## src/rtl/set_bit_iterator_pkg.sv

```systemverilog
// set_bit_iter_pkg
// Shared definitions for the set-bit iterator and its zero-counter sub-block:
//   - state_e     : two-state control FSM encoding (IDLE / BUSY)
//   - idx_width() : index width for a given mask width (minimum 1 bit)
package set_bit_iter_pkg;

  typedef enum logic {
    ST_IDLE = 1'b0,
    ST_BUSY = 1'b1
  } state_e;

  // A 1-bit mask still needs a 1-bit index port.
  function automatic int idx_width(input int width);
    return (width > 1) ? $clog2(width) : 1;
  endfunction

endpackage

```

## src/rtl/set_bit_iterator_tlz.sv

```systemverilog
// set_bit_iterator_tlz
// Combinational trailing/leading-zero counter.
//   MODE=0 : o_cnt = number of zeros below the lowest set bit (trailing zeros)
//   MODE=1 : o_cnt = number of zeros above the highest set bit (leading zeros)
// Ports:
//   i_vec   [WIDTH-1:0] in  : vector to scan
//   o_cnt   [IDX_W-1:0] out : zero count, meaningful only when o_empty=0
//   o_empty             out : i_vec has no set bit
module set_bit_iterator_tlz
  import set_bit_iter_pkg::*;
#(
  parameter int WIDTH = 16,
  parameter bit MODE  = 1'b0,
  parameter int IDX_W = idx_width(WIDTH)
) (
  input  logic [WIDTH-1:0] i_vec,
  output logic [IDX_W-1:0] o_cnt,
  output logic             o_empty
);

  always_comb begin
    o_cnt   = '0;
    o_empty = (i_vec == '0);
    if (MODE == 1'b0) begin
      // Scan downwards so the lowest set bit is the last to write o_cnt.
      for (int i = WIDTH - 1; i >= 0; i--) begin
        if (i_vec[i]) o_cnt = IDX_W'(i);
      end
    end else begin
      // Scan upwards so the highest set bit is the last to write o_cnt.
      for (int i = 0; i < WIDTH; i++) begin
        if (i_vec[i]) o_cnt = IDX_W'(WIDTH - 1 - i);
      end
    end
  end

endmodule

```

## src/rtl/set_bit_iterator.sv

```systemverilog
// set_bit_iterator
// Streaming multi-hit priority encoder: accepts a WIDTH-bit mask and emits the
// index of every set bit, one beat per output handshake, LSB-first (MODE=0)
// or MSB-first (MODE=1).
// Ports:
//   clk_i, rst_ni (sync, active-low), flush_i (sync abort of current mask)
//   in_valid_i / in_ready_o / in_mask_i   : mask input channel
//   out_valid_o / out_ready_i             : index output channel
//   out_idx_o   : bit index of current hit, counted from bit 0
//   out_last_o  : final beat of this mask
//   out_zero_o  : beat stands for an all-zero mask (ZERO_BEAT=1 only)
//   out_seq_o   : ordinal of this beat within its mask
//   dbg_state_o : current FSM state
//
// Handshake semantics (both channels): a transfer happens on a rising edge
// where valid and ready are both high. Once out_valid_o rises, the beat fields
// stay stable until accepted (or until flush/reset). in_ready_o does not
// depend on in_valid_i; in_mask_i is only sampled on an input transfer.
module set_bit_iterator
  import set_bit_iter_pkg::*;
#(
  parameter int WIDTH     = 16,
  parameter bit MODE      = 1'b0,
  parameter bit ZERO_BEAT = 1'b0,
  parameter int IDX_W     = idx_width(WIDTH),
  parameter int SEQ_W     = $clog2(WIDTH + 1)
) (
  input  logic             clk_i,
  input  logic             rst_ni,
  input  logic             flush_i,
  input  logic             in_valid_i,
  output logic             in_ready_o,
  input  logic [WIDTH-1:0] in_mask_i,
  output logic             out_valid_o,
  input  logic             out_ready_i,
  output logic [IDX_W-1:0] out_idx_o,
  output logic             out_last_o,
  output logic             out_zero_o,
  output logic [SEQ_W-1:0] out_seq_o,
  output state_e           dbg_state_o
);

  // ---------------------------------------------------------------------------
  // State
  // ---------------------------------------------------------------------------
  state_e           r_state;
  state_e           w_state_nxt;
  logic [WIDTH-1:0] r_mask;
  logic [SEQ_W-1:0] r_seq;
  logic             r_zero;

  // ---------------------------------------------------------------------------
  // Hit selection
  // ---------------------------------------------------------------------------
  logic [IDX_W-1:0] w_cnt;
  logic             w_empty;
  logic [IDX_W-1:0] w_idx;
  logic [WIDTH-1:0] w_onehot;
  logic             w_last;

  set_bit_iterator_tlz #(
    .WIDTH (WIDTH),
    .MODE  (MODE),
    .IDX_W (IDX_W)
  ) u_tlz (
    .i_vec   (r_mask),
    .o_cnt   (w_cnt),
    .o_empty (w_empty)
  );

  // Leading-zero count measures from the top, so convert back to a bit index.
  assign w_idx    = (MODE == 1'b0) ? w_cnt : (IDX_W'(WIDTH - 1) - w_cnt);
  assign w_onehot = WIDTH'(1) << w_idx;
  // At most one bit left means this beat drains the mask.
  assign w_last   = r_zero || ((r_mask & (r_mask - WIDTH'(1))) == '0);

  // ---------------------------------------------------------------------------
  // Handshake terms
  // ---------------------------------------------------------------------------
  logic w_out_valid;
  logic w_in_ready;
  logic w_hs;
  logic w_accept;
  logic w_load_busy;

  assign w_out_valid = rst_ni && (r_state == ST_BUSY);
  assign w_hs        = w_out_valid && out_ready_i;
  // Ready while idle, or while the final beat leaves, so masks stream with no
  // bubble. Flush and reset both block acceptance in their cycle.
  assign w_in_ready  = rst_ni && !flush_i &&
                       ((r_state == ST_IDLE) || (w_hs && w_last));
  assign w_accept    = in_valid_i && w_in_ready;
  // An all-zero mask only produces a beat when ZERO_BEAT is set.
  assign w_load_busy = (in_mask_i != '0) || ZERO_BEAT;

  // ---------------------------------------------------------------------------
  // FSM: state register
  // ---------------------------------------------------------------------------
  always_ff @(posedge clk_i) begin
    if (!rst_ni) begin
      r_state <= ST_IDLE;
    end else begin
      r_state <= w_state_nxt;
    end
  end

  // ---------------------------------------------------------------------------
  // FSM: next state (flush beats accept beats output handshake)
  // ---------------------------------------------------------------------------
  always_comb begin
    w_state_nxt = r_state;
    if (flush_i) begin
      w_state_nxt = ST_IDLE;
    end else if (w_accept) begin
      w_state_nxt = w_load_busy ? ST_BUSY : ST_IDLE;
    end else if (w_hs && w_last) begin
      w_state_nxt = ST_IDLE;
    end
  end

  // ---------------------------------------------------------------------------
  // FSM: outputs (all forced to idle values while rst_ni is low)
  // ---------------------------------------------------------------------------
  always_comb begin
    out_valid_o = 1'b0;
    out_last_o  = 1'b0;
    out_zero_o  = 1'b0;
    out_idx_o   = '0;
    out_seq_o   = '0;
    in_ready_o  = w_in_ready;
    if (w_out_valid) begin
      out_valid_o = 1'b1;
      out_last_o  = w_last;
      out_zero_o  = r_zero;
      out_idx_o   = r_zero ? '0 : w_idx;
      out_seq_o   = r_seq;
    end
  end

  assign dbg_state_o = r_state;

  // ---------------------------------------------------------------------------
  // Datapath: mask, beat counter, zero flag
  // ---------------------------------------------------------------------------
  always_ff @(posedge clk_i) begin
    if (!rst_ni) begin
      r_mask <= '0;
      r_seq  <= '0;
      r_zero <= 1'b0;
    end else if (flush_i) begin
      r_mask <= '0;
      r_seq  <= '0;
      r_zero <= 1'b0;
    end else if (w_accept) begin
      // Also covers a back-to-back load in the last-beat cycle.
      r_mask <= in_mask_i;
      r_seq  <= '0;
      r_zero <= ZERO_BEAT && (in_mask_i == '0);
    end else if (w_hs) begin
      if (w_last) begin
        r_mask <= '0;
        r_seq  <= '0;
        r_zero <= 1'b0;
      end else begin
        r_mask <= r_mask & ~w_onehot;
        r_seq  <= r_seq + SEQ_W'(1);
      end
    end
  end

  // ---------------------------------------------------------------------------
  // Consistency: BUSY with a real mask must have a hit; IDLE holds no bits.
  // ---------------------------------------------------------------------------
  a_busy_has_hit : assert property (@(posedge clk_i) disable iff (!rst_ni)
    ((r_state == ST_BUSY) && !r_zero) |-> !w_empty);
  a_idle_empty : assert property (@(posedge clk_i) disable iff (!rst_ni)
    (r_state == ST_IDLE) |-> w_empty);
  a_zero_empty : assert property (@(posedge clk_i) disable iff (!rst_ni)
    r_zero |-> w_empty);

endmodule

```

## config.mk

```make
export PLATFORM = sky130hd
export DESIGN_NAME = set_bit_iterator
export DESIGN_NICKNAME = d
export VERILOG_FILES = /design/src/rtl/set_bit_iterator_pkg.sv /design/src/rtl/set_bit_iterator_tlz.sv /design/src/rtl/set_bit_iterator.sv
export SDC_FILE = /design/constraint.sdc
export NUM_CORES = 1
export LEC_CHECK = 0
export BUFFER_PORTS_ARGS = -buffer_cell sky130_fd_sc_hd__buf_2
export CORE_MARGIN = 5
export CORE_UTILIZATION = 32
export DETAILED_ROUTE_END_ITERATION = 8
export PLACE_DENSITY = 0.51
export SLEW_MARGIN = 0
export SYNTH_ARGS = -nofsm -noshare
export SYNTH_HDL_FRONTEND = slang
export SYNTH_HIERARCHICAL = 1
export SYNTH_SLANG_ARGS = --single-unit
```

## constraint.sdc

```tcl
create_clock -name clk_i -period 6.8 [get_ports clk_i]
set_input_delay 0.68 -clock clk_i [delete_from_list [all_inputs] [get_ports clk_i]]
set_output_delay 0.68 -clock clk_i [all_outputs]
set_load 0.01 [all_outputs]
```

==> flow_metrics.py <==
metrics = {
    "clocking": {
        "numCtsBuffers": 3,
        "cts.path.max_buffers": 2,
        "cts_resized": 0,
        "cts.clk_slew.worst_paths_ns": 0.08,
        "post-cts-setup-buffer-count": 0,
        "clock_latency_ns": 0.26,
        "cts.sinks": 22,
        "postCtsHoldBufs": 0,
        "cts-htree-levels": 1,
        "root_buffer": "clkbuf_8",
        "tritoncts": "yes",
    },
    "worst_setup_path": {
        "crit_required_ns": 6.12,
        "cpPeakStageDelay_ns": 0.77,
        "cp_slowest_cell": "a211oi_4",
        "critPathMostFrequentCell": "or3_4",
        "cp-end-kind": "output port",
        "path_buf_inv": 1,
        "crit_cells": 7,
        "critPathLaunchType": "flop",
        "cp_max_fo": 19,
        "path_delay_family": "simple AND/OR/NAND/NOR gates",
        "crit_chain": "or4_4 > or3_4 > or3_4 > a211oi_4 > nand3_1 > a21oi_1 > buf_2",
        "crit_type": "flop to output port",
        "reg2reg_depth": 6,
        "worst_ep_arrival_time_ns": 3.26,
        "reg2reg_slack_ns": 3.27,
    },
    "floorplan": {
        "initial_utilization": 0.325,
        "dieWidth_um": 81.8,
        "ios": 35,
        "fp.coreArea_um2": 5070,
        "fp-row-count": 26,
        "die-area_um2": 6700,
        "die-height_um": 81.8,
    },
    "sta": {
        "slew_headroom": 0.176,
        "period_needed_ns": 3.94,
        "rsz0062_at_grt": "false",
        "drv_slew": 0,
        "max_freq_ghz": 0.254,
        "finalSetupTns_ns": 0,
        "final_hold_viol_count": 0,
        "min_period_over_period": 0.579,
        "clock_skew_ns": 0.00627,
        "fin_ws_ns": 2.86,
        "setup_viol": 0,
        "worst_pin_slew_ns": 1.23,
    },
    "cells_and_area": {
        "drive_above_1_share": 0.192,
        "area_growth_pct": 14.2,
        "diodes": 0,
        "final_cell_mix": "buf_2 (33), dfxtp_1 (22), o21ai_0 (20), nand4_1 (19)",
        "finalNetCount": 263,
        "layout_commonest_cell": "buf_2",
    },
    "global_route": {
        "grt_usage": 0.171,
        "grt_pass1_wl_um": 8770,
        "antenna_found_initial": 0,
        "overflow": 0,
        "grt_pass1_vias": 1650,
        "grt_max_degree": 32,
    },
    "min_path": {
        "hold_path_class": "flop to flop",
        "worstHoldPathCells": 2,
    },
    "synth": {
        "synthesis.instances": 215,
        "syn-num-nets": 237,
        "synth_area_um2": 1650,
        "synth_area_per_cell_um2": 7.68,
        "yosys_warnings": 6,
    },
    "placed_design": {
        "place_ws_ns": 3.20,
        "detailed_place_hpwl_um": 3880,
        "routabilityCongestion": 0.870,
        "portBuffers": 33,
    },
    "power_and_ir_drop": {
        "power_density_nw_per_um2": 161,
        "ir_drop_v": 0.0000946,
        "leakage_nw": 0.687,
    },
    "drt": {
        "routedWlPerCell_um": 17.2,
        "vias_per_cell": 5.87,
        "ant_nets": 0,
        "drc": 0,
        "vias": 1813,
        "wirelength_um": 5300,
        "dr.pass1.iters": 4,
        "drtIter0Drc": 194,
    },
    "job": {
        "max_cap_viol_count": 0,
    },
    "status": {
        "status": "finished, final reports clean",
    },
}
power by group:
group          switching (mW)  total (mW)  leakage (nW)  internal (mW)
Clock                  0.0412      0.0807        0.0216         0.0395
Combinational          0.0501      0.0812         0.487         0.0310
Sequential             0.0101       0.143         0.179          0.133
Total                   0.101       0.305         0.687          0.203
routing by layer:
metal	GRT usage	share of wire
met1	0.254	0.50
met2	0.246	0.45
met3	0.0208	0.037
met4	0.0698	0.019
met5	0	0
stage by stage:
| stage | utilization | hold slack [ns] | cell area, µm² | total power, mW | cells |
|---|---|---|---|---|---|
| after floorplan | - | 0.458 | 1650 | 0.199 | 215 |
| after global placement | 0.364 | 0.485 | 1850 | 0.226 | 306 |
| after detailed placement | 0.364 | 0.492 | 1850 | 0.226 | 306 |
| after CTS | 0.372 | 0.503 | 1890 | 0.306 | 309 |
| after global routing | 0.372 | 0.545 | 1890 | 0.324 | 309 |
| final | 0.372 | 0.504 | 1890 | 0.305 | 309 |
worst reg2reg max path, stage by stage (launching register included):
cell and delay [ns]:
dfxtp_1 0.36, or4_4 0.58, or3_4 0.40, or3_4 0.36, a211oi_4 0.77, a31o_1 0.74, o211ai_1 0.19
registers in the layout, summed over array words and instances, names as in the netlist:
register / count
dbg_state_o: 1
r_mask: 16
r_seq: 5
final timing paths:
path	start	end
hold / removal	r_seq[1]$_SDFFE_PP0P_	r_seq[1]$_SDFFE_PP0P_
hold reg to reg	r_seq[1]$_SDFFE_PP0P_	r_seq[1]$_SDFFE_PP0P_
setup / recovery	r_mask[0]$_SDFFE_PP0P_	in_ready_o
setup reg to reg	r_mask[0]$_SDFFE_PP0P_	r_mask[15]$_SDFFE_PP0P_
layout make-up:
type                            instances  area [µm²]
Clock buffer                            3        41.3
Sequential cell                        22         440
Multi-Input combinational cell        176        1130
Inverter                                4        15.0
Timing Repair Buffer                   34         173
Tap cell                               70        87.6
Fill cell                             563        3190
No activity file was read; power rests on OpenSTA's default activity.
